`src/rtl/uart_pkg.sv`:
```
// Shared types and helpers for the UART receiver.
package uart_pkg;

  typedef enum logic [2:0] {
    ST_IDLE   = 3'd0,
    ST_START  = 3'd1,
    ST_DATA   = 3'd2,
    ST_PARITY = 3'd3,
    ST_STOP   = 3'd4,
    ST_WRITE  = 3'd5,
    ST_BREAK  = 3'd6
  } uart_state_t;

  localparam logic [1:0] PARITY_NONE = 2'd0;
  localparam logic [1:0] PARITY_EVEN = 2'd1;
  localparam logic [1:0] PARITY_ODD  = 2'd2;

  function automatic logic maj3(input logic a, input logic b, input logic c);
    return (a & b) | (a & c) | (b & c);
  endfunction

endpackage

```
`src/rtl/uart_bit_sampler.sv`:
```
// Line synchronizer, bit-period counter and 3-sample majority vote.
// The counter runs only while the frame FSM is inside a frame, so it is
// 0 on every state entry; it also wraps at the end of each bit period.
module uart_bit_sampler
  import uart_pkg::*;
#(
  parameter int unsigned CLOCKS_PER_BIT = 32'd10
) (
  input  logic clk,
  input  logic rst_n,
  input  logic din,
  input  logic i_run,
  output logic o_din_sync,
  output logic o_fall,
  output logic o_bit_valid,
  output logic o_bit_value,
  output logic o_bit_end
);

  localparam int unsigned MID = CLOCKS_PER_BIT / 2;
  localparam int unsigned CW  = $clog2(CLOCKS_PER_BIT + 1);
  localparam logic [CW-1:0] C_MID_M1 = CW'(MID - 1);
  localparam logic [CW-1:0] C_MID    = CW'(MID);
  localparam logic [CW-1:0] C_MID_P1 = CW'(MID + 1);
  localparam logic [CW-1:0] C_LAST   = CW'(CLOCKS_PER_BIT - 1);

  logic          r_sync1;
  logic          r_sync2;
  logic [1:0]    r_flush;
  logic          r_prev;
  logic [CW-1:0] r_cnt;
  logic          r_s0;
  logic          r_s1;

  // Two-flop synchronizer on the asynchronous serial line.
  always_ff @(posedge clk or negedge rst_n) begin
    if (!rst_n) begin
      r_sync1 <= 1'b1;
      r_sync2 <= 1'b1;
    end else begin
      r_sync1 <= din;
      r_sync2 <= r_sync1;
    end
  end

  // Falling-edge detector; ignores the synchronizer's reset value so a line
  // already low at reset release is not mistaken for a start bit.
  always_ff @(posedge clk or negedge rst_n) begin
    if (!rst_n) begin
      r_flush <= 2'd0;
      r_prev  <= 1'b0;
    end else begin
      if (r_flush != 2'd2) r_flush <= r_flush + 2'd1;
      r_prev <= (r_flush == 2'd2) ? r_sync2 : 1'b0;
    end
  end

  // Bit-period counter, held at 0 outside a frame.
  always_ff @(posedge clk or negedge rst_n) begin
    if (!rst_n) begin
      r_cnt <= '0;
    end else if (!i_run || (r_cnt == C_LAST)) begin
      r_cnt <= '0;
    end else begin
      r_cnt <= r_cnt + 1'b1;
    end
  end

  // Capture the first two of the three mid-bit samples.
  always_ff @(posedge clk or negedge rst_n) begin
    if (!rst_n) begin
      r_s0 <= 1'b1;
      r_s1 <= 1'b1;
    end else if (i_run) begin
      if (r_cnt == C_MID_M1) r_s0 <= r_sync2;
      if (r_cnt == C_MID)    r_s1 <= r_sync2;
    end
  end

  assign o_din_sync  = r_sync2;
  assign o_fall      = (r_flush == 2'd2) && r_prev && !r_sync2;
  assign o_bit_valid = i_run && (r_cnt == C_MID_P1);
  assign o_bit_value = maj3(r_s0, r_s1, r_sync2);
  assign o_bit_end   = i_run && (r_cnt == C_LAST);

endmodule

```
`src/rtl/uart_rx_core.sv`:
```
// UART receive frame controller: start/data/parity/stop sequencing,
// write strobe and error/break event pulses.
//
//  state  | meaning
//  IDLE   | line idle, waiting for a falling edge
//  START  | validating the start bit (glitch reject)
//  DATA   | shifting in data bits, LSB first
//  PARITY | checking the parity bit
//  STOP   | checking stop bit(s); leaves at the last stop decision
//  WRITE  | one-cycle write strobe to the downstream FIFO
//  BREAK  | line held low; wait for it to return high
module uart_rx_core
  import uart_pkg::*;
#(
  parameter int unsigned CLOCK_FREQUENCY = 32'd100_000_000,
  parameter int unsigned BAUD_RATE       = 32'd230400,
  parameter int unsigned WORD_WIDTH      = 32'd8,
  parameter logic [1:0]  PARITY_MODE     = 2'd0,
  parameter int unsigned STOP_BITS       = 32'd1
) (
  input  logic                  clk,
  input  logic                  rst_n,
  input  logic                  din,
  output logic [WORD_WIDTH-1:0] dout,
  input  logic                  full,
  output logic                  we,
  output logic                  parity_err,
  output logic                  frame_err,
  output logic                  overrun_err,
  output logic                  break_det
);

  localparam int unsigned CLOCKS_PER_BIT = CLOCK_FREQUENCY / BAUD_RATE;
  localparam int unsigned IW = $clog2(WORD_WIDTH + 1);
  localparam logic [IW-1:0] C_WORD = IW'(WORD_WIDTH);

  uart_state_t           r_state;
  logic [WORD_WIDTH-1:0] r_shift;
  logic [IW-1:0]         r_bit_idx;
  logic                  r_par_err;
  logic                  r_par_bit;
  logic                  r_stop_idx;
  logic [WORD_WIDTH-1:0] r_dout;
  logic                  r_we;
  logic                  r_perr;
  logic                  r_ferr;
  logic                  r_oerr;
  logic                  r_brk;

  logic w_run;
  logic w_din_sync;
  logic w_fall;
  logic w_bit_valid;
  logic w_bit_value;
  logic w_bit_end;
  logic w_par_exp;
  logic w_break_cand;

  assign w_run = (r_state == ST_START) || (r_state == ST_DATA) ||
                 (r_state == ST_PARITY) || (r_state == ST_STOP);

  uart_bit_sampler #(
    .CLOCKS_PER_BIT(CLOCKS_PER_BIT)
  ) u_sampler (
    .clk        (clk),
    .rst_n      (rst_n),
    .din        (din),
    .i_run      (w_run),
    .o_din_sync (w_din_sync),
    .o_fall     (w_fall),
    .o_bit_valid(w_bit_valid),
    .o_bit_value(w_bit_value),
    .o_bit_end  (w_bit_end)
  );

  assign w_par_exp    = (PARITY_MODE == PARITY_ODD) ? ~(^r_shift) : (^r_shift);
  // A break is an all-zero frame: data, parity (when present) and stop.
  assign w_break_cand = (r_shift == '0) && ((PARITY_MODE == PARITY_NONE) || !r_par_bit);

  // Frame state machine with registered strobes and event pulses.
  always_ff @(posedge clk or negedge rst_n) begin
    if (!rst_n) begin
      r_state    <= ST_IDLE;
      r_shift    <= '1;
      r_bit_idx  <= '0;
      r_par_err  <= 1'b0;
      r_par_bit  <= 1'b1;
      r_stop_idx <= 1'b0;
      r_dout     <= '0;
      r_we       <= 1'b0;
      r_perr     <= 1'b0;
      r_ferr     <= 1'b0;
      r_oerr     <= 1'b0;
      r_brk      <= 1'b0;
    end else begin
      r_we   <= 1'b0;
      r_perr <= 1'b0;
      r_ferr <= 1'b0;
      r_oerr <= 1'b0;
      r_brk  <= 1'b0;
      case (r_state)
        ST_IDLE: begin
          if (w_fall) begin
            r_state    <= ST_START;
            r_bit_idx  <= '0;
            r_par_err  <= 1'b0;
            r_par_bit  <= 1'b1;
            r_stop_idx <= 1'b0;
          end
        end
        ST_START: begin
          if (w_bit_valid && w_bit_value) begin
            r_state <= ST_IDLE;
          end else if (w_bit_end) begin
            r_state   <= ST_DATA;
            r_bit_idx <= '0;
          end
        end
        ST_DATA: begin
          if (w_bit_valid) begin
            r_shift   <= {w_bit_value, r_shift[WORD_WIDTH-1:1]};
            r_bit_idx <= r_bit_idx + 1'b1;
          end
          if (w_bit_end && (r_bit_idx == C_WORD)) begin
            r_stop_idx <= 1'b0;
            r_state    <= (PARITY_MODE != PARITY_NONE) ? ST_PARITY : ST_STOP;
          end
        end
        ST_PARITY: begin
          if (w_bit_valid) begin
            r_par_bit <= w_bit_value;
            r_par_err <= w_bit_value ^ w_par_exp;
          end
          if (w_bit_end) r_state <= ST_STOP;
        end
        ST_STOP: begin
          if (w_bit_valid) begin
            if (!w_bit_value) begin
              if (!r_stop_idx && w_break_cand) begin
                r_brk   <= 1'b1;
                r_state <= ST_BREAK;
              end else begin
                r_ferr  <= 1'b1;
                r_state <= ST_IDLE;
              end
            end else if ((STOP_BITS == 32'd2) && !r_stop_idx) begin
              r_stop_idx <= 1'b1;
            end else if (full) begin
              r_oerr  <= 1'b1;
              r_state <= ST_IDLE;
            end else begin
              r_we    <= 1'b1;
              r_dout  <= r_shift;
              r_perr  <= r_par_err;
              r_state <= ST_WRITE;
            end
          end
        end
        ST_WRITE: begin
          r_state <= ST_IDLE;
        end
        ST_BREAK: begin
          if (w_din_sync) r_state <= ST_IDLE;
        end
        default: begin
          r_state <= ST_IDLE;
        end
      endcase
    end
  end

  assign dout        = r_dout;
  assign we          = r_we;
  assign parity_err  = r_perr;
  assign frame_err   = r_ferr;
  assign overrun_err = r_oerr;
  assign break_det   = r_brk;

endmodule

```
`config.mk`:
```
export PLATFORM = sky130hd
export DESIGN_NAME = uart_rx_core
export DESIGN_NICKNAME = d
export VERILOG_FILES = /design/src/rtl/uart_pkg.sv /design/src/rtl/uart_bit_sampler.sv /design/src/rtl/uart_rx_core.sv
export SDC_FILE = /design/constraint.sdc
export NUM_CORES = 1
export LEC_CHECK = 0
export ABC_AREA = 1
export BUFFER_PORTS_ARGS = -buffer_cell sky130_fd_sc_hd__buf_2
export CAP_MARGIN = 15
export CORE_ASPECT_RATIO = 2
export CORE_MARGIN = 1
export CORE_UTILIZATION = 50
export CTS_BUF_LIST = sky130_fd_sc_hd__clkbuf_2 sky130_fd_sc_hd__clkbuf_4 sky130_fd_sc_hd__clkbuf_8
export DETAILED_ROUTE_END_ITERATION = 16
export GPL_ROUTABILITY_DRIVEN = 0
export PLACE_DENSITY = 0.69
export SLEW_MARGIN = 20
export SYNTH_ARGS = -nofsm -noshare
export SYNTH_HDL_FRONTEND = slang
export SYNTH_SLANG_ARGS = --single-unit
```
`constraint.sdc`:
```
create_clock -name clk -period 2.4 [get_ports clk]
set_input_delay 0.24 -clock clk [delete_from_list [all_inputs] [get_ports clk]]
set_output_delay 0.24 -clock clk [all_outputs]
set_load 0.005 [all_outputs]
```
# Yosys cells after proc, flatten, opt, wreduce, memory -nomap -nowiden
# Cells that the tools add are included.
# totals
elab_cells	121
input_bits	4
out_inout_bits	13
regBits	46
# classes
n_reduce_logical	28
add_sub_neg	3
n_bitwise	7
n_mux	43
n_eq_ne	22
# ops
cell	n
two-way mux 3 bit	10
== test 9 x 8 -> 1 bit, second input constant	3
two-way mux 1 bit	24
one-hot mux 3 bit (6 select lines)	1
two-way mux 4 bit	4
!= test 2 bit, second input constant	7
one-hot mux 4 bit (3 select lines)	1
adder 9 x 1 -> 9 bit, second input constant	1
== test 9 bit, second input constant	1
two-way mux 9 bit	1
zero test 8 bit	1
XOR reduction 8 bit	1
logical AND 1 bit	7
== test 3 x 2 -> 1 bit, second input constant	2
== test 3 bit, second input constant	2
!= test 2 x 1 -> 1 bit, second input constant	3
AND reduction 2 bit	3
AND reduction 3 bit	2
AND reduction 6 bit	1
AND reduction 5 bit	1
adder 4 x 1 -> 4 bit, second input constant	1
== test 4 bit, second input constant	1
logical OR 1 bit	4
one-hot mux 1 bit (2 select lines)	2
other kinds (13)	19

# Logic depth before layout (Yosys ltp)
# Gate-level depths: netlist (run 1).
# depth
ltp_word	8
ltp_mapped	11
ltp_nobuf	11

# By module
# Synthesis (run 1) repeated with hierarchy kept, for this count alone.
# hier_totals
cells_unflattened	293
hier_area_um2	2408.6
# by_module_without_submodules
mod	cells_per_inst	n_inst	area_per_inst_um2
uart_rx_core	183	1	1534.0
uart_bit_sampler	110	1	874.6

# Worst setup path before layout (run 1)
# OpenSTA, ideal clock, no wires.
# synth_timing
path_type	reg-to-reg
from	register u_sampler.r_cnt[0]
to	register r_dout[0] (netlist: dout[0])
path_stages_with_launch	10
setup_time_ns	0.074
slack_ns	0.846
t_required_ns	2.326
n_path_buf	2
t_arrival_ns	1.480
path_cell_list	dfrtp_1 -> inv_1 -> ha_1 -> inv_1 -> nor2_2 -> nand3_2 -> or2_1 -> buf_6 -> buf_8 -> o21ai_2
# synth_via
elab_chain_cells	3
# synth_lines
element	line_no	text
from (decl)	uart_bit_sampler.sv:31	logic [CW-1:0] r_cnt;
from (signal assigned)	uart_bit_sampler.sv:65	r_cnt <= r_cnt + 1'b1;
== test 9 x 8 -> 1 bit	uart_bit_sampler.sv:82	assign o_bit_valid = i_run && (r_cnt == C_MID_P1);
logical AND 1 bit	uart_bit_sampler.sv:82	
AND reduction 4 bit (no line)	--	
to (signal assigned)	uart_rx_core.sv:153	r_dout <= r_shift;
to (decl)	uart_rx_core.sv:43	logic [WORD_WIDTH-1:0] r_dout;
# Every way passes these cells.
# A chain may end at the register's enable or synchronous reset.

# Worst setup path after layout (run 1)
# layout_timing
from	register u_sampler.r_sync2 (netlist: u_sampler.o_din_sync)
to	register r_dout[3] (netlist: dout[3])
# layout_via
elab_chain_cells	4
word_cells_on_any_way	5
classes_between	bitwise (4); reduce/logical (1)
# layout_lines
element	line_no	text
from (decl)	uart_bit_sampler.sv:28	logic r_sync2;
from (signal assigned)	uart_bit_sampler.sv:42	r_sync2 <= r_sync1;
bitwise AND 1 bit	uart_pkg.sv:19	return (a & b) | (a & c) | (b & c);
bitwise OR 1 bit	uart_pkg.sv:19	
bitwise OR 1 bit (*)	uart_pkg.sv:19	
AND reduction 4 bit (no line) (*)	--	
# Mark *: on every way between the ends. The rest lies on a longest branch, timed or not.

==> flow_metrics.py, run 1 <==
metrics = {
    "floorplanning": {
        "fp.dieH_um": 99.3,
        "core-area_mm2": 0.00455,
        "rows": 35,
        "die_w_um": 50.6,
        "die_area_mm2": 0.00503,
        "start_util": 0.520,
        "ios": 17,
    },
    "placed_design": {
        "io_buffers": 16,
        "dp_hpwl_um": 3290,
    },
    "worst_setup_path": {
        "crit_arrival_ns": 2.03,
        "critPathCaptureType": "flip-flop",
        "r2r_start": "u_sampler.o_din_sync$_DFF_PN1_",
        "path_max_fanout": 18,
        "rr_endpoint": "dout[3]$_DFFE_PN0P_",
        "crit_end": "dout[3]$_DFFE_PN0P_",
        "rrSetupSlack_ns": 0.53,
        "path_class": "reg2reg",
        "startpoint": "u_sampler.o_din_sync$_DFF_PN1_",
        "reg2reg_depth": 6,
        "worstPathRequired_ns": 2.56,
        "startpoint_type": "flip-flop",
    },
    "clocking": {
        "numCtsBuffers": 5,
        "clk_pin_slew_ns": 0.08,
        "cts_tree": "done",
        "cts.sinks": 45,
        "clockBufferDepth": 2,
        "worstSkewPairLatency_ns": 0.30,
        "cts_resized": 0,
        "htreeDepth": 2,
        "root_buffer": "clkbuf_8",
    },
    "grt": {
        "track_usage": 0.199,
        "grt.overflow.total": 0,
        "grt_pass1_vias": 1736,
        "grt_max_degree": 46,
        "antenna_found_initial": 0,
        "grt_pass1_wl_um": 7520,
    },
    "synthesis": {
        "synthMuxAreaShare": 0,
        "yosys.cell_types.count": 31,
        "synth_top_family_by_area": "simple AND/OR/NAND/NOR gates",
        "synth_fp_nets": 287,
        "synth-compound-area-share": 0.0799,
        "ys_ff_latch": 45,
        "syn_area_mm2": 0.00237,
        "synth-simple-area-share": 0.278,
        "syn_area_per_cell_um2": 8.70,
        "syn-instance-count": 272,
        "synthAdderAreaFrac": 0.0582,
        "synth_seq_area_share": 0.482,
        "synthXorXnorAreaFrac": 0.0222,
        "synth_warnings": 0,
    },
    "drt": {
        "wl_per_cell_um": 12.3,
        "via_count": 1755,
        "drc": 0,
        "antenna_left": 0,
        "viasPerCell": 5.04,
        "routed_wl_um": 4290,
        "drt_iter0_markers": 28,
        "firstDrtPassIters": 6,
    },
    "cells_and_area": {
        "final_common_cell": "nand2_1",
        "drive_gt1_frac": 0.208,
        "diodes": 0,
        "fillerInstances": 440,
        "final_cell_mix": "nand2_1, inv_1, dfrtp_1, nor2_1, nand3_1",
        "layout.nets": 307,
        "syn2layout_area_growth_pct": 10.2,
    },
    "power": {
        "power.density_mw_per_mm2": 768,
        "ir_drop_mv": 0.469,
        "power_uw": 2000,
        "power_leakage_uw": 0.00125,
    },
    "sta": {
        "setup_tns_ns": 0,
        "clock_skew_ns": 0.0104,
        "final.period_utilization": 0.778,
        "finalHoldViolCount": 0,
        "worst_pin_slew_ns": 0.755,
        "rsz0062_at_grt": "no",
        "setup_violations": 0,
        "max_clock_freq_ghz": 0.536,
        "slew_violations": 0,
        "fin_crit_ns": 1.87,
        "timing.slew.headroom": 0.497,
    },
    "outcome": {
        "status": "complete, no violations",
    },
    "hold_path": {
        "hp-class": "in2reg",
        "hold_start": "din",
    },
    "flow_run": {
        "drv_cap": 0,
    },
}
-- worst max-delay path, stage by stage, from the launching register on --
cell	delay, ns
dfstp_2	0.59
nand2_1	0.06
nand3_1	0.20
nand3_2	0.13
or2_1	0.52
nand2_1	0.17
o21ai_2	0.06
-- cell usage after synthesis --
cell type / instances / share of area
inv_2: 5 / 0.0079
nand3b_1: 2 / 0.0063
a21oi_1: 4 / 0.0085
nor4_1: 2 / 0.0053
nor2_8: 1 / 0.0085
nand2_4: 3 / 0.014
xor2_1: 1 / 0.0037
nand3_1: 18 / 0.038
nand3_2: 3 / 0.013
xnor2_1: 5 / 0.019
buf_8: 1 / 0.0063
nor3b_1: 1 / 0.0032
clkinv_1: 1 / 0.0016
nor3_1: 7 / 0.015
or2_1: 1 / 0.0026
nor2_4: 2 / 0.0095
buf_6: 2 / 0.0095
nor2_1: 19 / 0.030
dfstp_2: 12 / 0.13
clkbuf_1: 1 / 0.0016
nand4_1: 5 / 0.013
inv_1: 33 / 0.052
dfrtp_1: 33 / 0.35
ha_1: 11 / 0.058
nand2_1: 67 / 0.11
o21ai_0: 17 / 0.036
nand2b_1: 3 / 0.0079
nor2_2: 2 / 0.0053
o21ai_1: 1 / 0.0021
a31o_2: 1 / 0.0037
o21ai_2: 8 / 0.030
-- cells by family (layout without fill, tap and decap cells) --
family,after synthesis,after routing
buffers and inverters,43,64
xor gates and xnor gates,6,6
adders and majority gates,11,11
AOI/OAI and AO/OA,31,31
and+or+nand+nor,136,136
DFF,45,45
-- routing by layer --
metal  part of all wire  vias up  GRT usage
met1               0.38      806      0.197
met5                  0        -          0
li1                   -      902          -
met2               0.56       33      0.376
met4              0.038        0      0.105
met3              0.023       14     0.0336
-- report_power, final --
part,internal (uW),switching (uW)
registers,811,73.3
logic,158,370
clock network,338,251
-- final cells by class --
class / instances / area [um^2] / area share
Clock buffer: 6 / 82.6 / 0.0317
Multi-Input combinational cell: 184 / 1040 / 0.398
Timing Repair Buffer: 17 / 92.6 / 0.0355
Tap cell: 55 / 68.8 / 0.0264
Clock inverter: 2 / 37.5 / 0.0144
Sequential cell: 45 / 1140 / 0.438
Inverter: 39 / 146 / 0.0562
-- registers in the layout (all words and copies together), names as in the netlist --
register / count
r_par_err: 1
we: 1
frame_err: 1
u_sampler.r_sync1: 1
parity_err: 1
u_sampler.r_prev: 1
r_shift: 8
u_sampler.o_din_sync: 1
u_sampler.r_s0: 1
u_sampler.r_s1: 1
u_sampler.r_cnt: 9
r_bit_idx: 4
overrun_err: 1
u_sampler.r_flush: 2
break_det: 1
dout: 8
r_state: 3
-- through the flow --
step | std cells | hold WS, ns | instance area [um^2] | util | worst slack, ns
floorplan | 272 | -0.0556 | 2370 | - | 0.846
global placement | 339 | 0.345 | 2470 | 0.543 | 0.582
detailed placement | 339 | 0.346 | 2470 | 0.543 | 0.537
CTS | 347 | 0.0273 | 2590 | 0.570 | 0.526
global route | 348 | 0.0249 | 2610 | 0.572 | 0.372
finish | 348 | 0.0394 | 2610 | 0.572 | 0.533
-- timing repair --
item | CTS | global route
hold buffers | 0 | 1
setup buffers | 0 | 0
endpoints found under the setup margin | 0 | 0
hold endpoints to repair | 0 | 33
-- how the worst min path moves through the flow --
| stage | endpoint | slack (ns) | depth (start not counted) |
|---|---|---|---|
| floorplan | break_det$_DFF_PN0_ | -0.06 | 0 |
| global placement | u_sampler.r_sync1$_DFF_PN1_ | 0.35 | 1 |
| detailed placement | u_sampler.r_sync1$_DFF_PN1_ | 0.35 | 1 |
| CTS | u_sampler.r_sync1$_DFF_PN1_ | 0.03 | 1 |
| global route | u_sampler.r_sync1$_DFF_PN1_ | 0.02 | 1 |
| finish | u_sampler.r_sync1$_DFF_PN1_ | 0.04 | 1 |
No activity file was read; power rests on OpenSTA's default activity.
==> run 2, diff against run 1 <==
- clock period: 2.4 -> 1.74 ns (I/O delays scaled with it)
==> run 2 against run 1 <==
Against the previous run: first-iteration DRC count shrank 3.6%; highest routed layer unchanged; die area unchanged; global-route usage rose by 0.85 points; hold slack gained 0.10 ns; wire length rose by 7.7%; non-clock buffer count increased by 8; via count is 4.0% higher; worst setup slack got worse by 0.42 ns; critical path depth rose by 2.
==> flow_metrics.py, run 2 (synthesis gave the netlist of run 1 again) <==
metrics = {
    "worst_setup_path": {
        "worstPathCellList": "inv_1, ha_1, xor2_1, inv_1, nand2_1, nand3_1, nand3_1, o21ai_1",
        "r2r_start": "r_shift[2]$_DFFE_PN1P_",
        "startpoint_type": "flip-flop",
        "rrSetupSlack_ns": 0.11,
        "startpoint": "r_shift[2]$_DFFE_PN1P_",
        "crit_arrival_ns": 1.81,
        "path_class": "reg2reg",
        "worstPathRequired_ns": 1.93,
        "slowest_stage": "dfstp_2",
        "path_max_fanout": 3,
        "critPathCaptureType": "flip-flop",
        "slowest_delay_ns": 0.53,
    },
    "sta": {
        "finalHoldViolCount": 0,
        "final.period_utilization": 0.936,
        "clock_skew_ns": 0.00364,
        "fin_crit_ns": 1.63,
        "worst_pin_slew_ns": 0.541,
        "slew_violations": 0,
        "setup_violations": 0,
        "fin_ws_ns": 0.111,
        "max_clock_freq_ghz": 0.614,
        "timing.slew.headroom": 0.639,
    },
    "drt": {
        "firstDrtPassIters": 4,
        "antenna_left": 0,
        "wl_per_cell_um": 13.0,
        "routed_wl_um": 4620,
        "via_count": 1825,
        "drc": 0,
        "viasPerCell": 5.13,
        "drt_iter0_markers": 27,
    },
    "clocking": {
        "htreeDepth": 2,
        "root_buffer": "clkbuf_8",
        "cts.sinks": 45,
        "numCtsBuffers": 5,
        "clk_pin_slew_ns": 0.08,
        "cts_tree": "done",
        "worstSkewPairLatency_ns": 0.30,
        "clockBufferDepth": 2,
    },
    "cells_and_area": {
        "utilization": 0.597,
        "drive_gt1_frac": 0.249,
        "final_common_cell": "nand2_1",
        "layout.nets": 315,
        "final_cell_mix": "nand2_1, dfrtp_1, inv_1, nand3_1, nor2_1",
        "syn2layout_area_growth_pct": 14.9,
        "diodes": 0,
        "top_register": "u_sampler.r_cnt",
        "largest_reg_flops": 9,
    },
    "grt": {
        "grt_pass1_vias": 1865,
        "antenna_found_initial": 0,
        "grt.overflow.total": 0,
        "grt_pass1_wl_um": 7880,
        "track_usage": 0.208,
        "grt_max_degree": 24,
    },
    "floorplanning": {
        "ios": 17,
        "rows": 35,
        "start_util": 0.520,
        "die_area_mm2": 0.00503,
        "fp.dieH_um": 99.3,
        "core-area_mm2": 0.00455,
        "die_w_um": 50.6,
    },
    "hold_path": {
        "hp-class": "in2reg",
        "hold_start": "full",
    },
    "placed_design": {
        "io_buffers": 16,
        "place_ws_ns": 0.0399,
        "dp_hpwl_um": 3600,
    },
    "power": {
        "power.density_mw_per_mm2": 1060,
        "power_leakage_uw": 0.00130,
        "power_uw": 2880,
        "ir_drop_mv": 0.710,
    },
    "outcome": {
        "status": "complete, no violations",
    },
    "flow_run": {
        "drv_cap": 0,
    },
}
## run 2: cell count changes in the layout (fill, tap and decap cells not counted), moves of 2 or more
cell    before  now
inv_2        5    7
inv_1       33   31
ha_1        11    9
nor2_4       2    4
buf_4        1    5
## run 2: cell type report
cell class	count	area [um^2]
clock buffer	6	82.6
timing repair buffer	25	169
sequential	45	1140
fill	403	1840
clock inverter	2	37.5
inverter	39	146
multi-input combinational	184	1070
tap	55	68.8
## run 2: power breakdown
part           internal (uW)  switching [uW]
registers               1120             103
clock network            467             353
logic                    285             556
total                   1870            1010
## run 2: per-layer routing
layer  wire length [um]  global-route usage
met4                138              0.0983
met1               1640               0.183
met3                103              0.0275
met5                  0                   0
met2               2740               0.426
## run 2: path summary, 6_finish.rpt
path | end | cells after the start
setup / recovery | r_par_err$_DFFE_PN0P_ | 8
hold / removal | overrun_err$_DFF_PN0_ | 3
setup reg to reg | r_par_err$_DFFE_PN0P_ | 8
hold reg to reg | u_sampler.o_din_sync$_DFF_PN1_ | 0
max in group asynchronous | r_shift[3]$_DFFE_PN1P_ | 3
min in group asynchronous | parity_err$_DFF_PN0_ | 2
## run 2: what timing repair did
action / 4_1_cts / 5_1_grt
hold buffers: 2 / 0
gates resized for setup: 0 / 12
setup endpoints to repair: 0 / 23
setup buffers: 0 / 2
hold endpoints to repair: 17 / 0
## run 2: per-stage QoR
step,hold slack (ns),instances,setup TNS [ns],cell area [um^2]
after global placement,0.178,344,0,2520
after global routing,0.152,356,-0.00405,2720
after floorplan,-0.122,272,0,2370
after CTS,0.137,354,0,2660
after detailed placement,0.189,344,0,2520
final,0.140,356,0,2720
## run 2: worst max-delay path: cells and delay by family, from the launching register on
| family | cells | cell delay (ns) |
|---|---|---|
| adders and majority gates | 1 | 0.35 |
| buffers and inverters | 2 | 0.13 |
| xor gates and xnor gates | 1 | 0.22 |
| DFF | 1 | 0.53 |
| and+or+nand+nor | 3 | 0.21 |
| AOI/OAI and AO/OA | 1 | 0.07 |
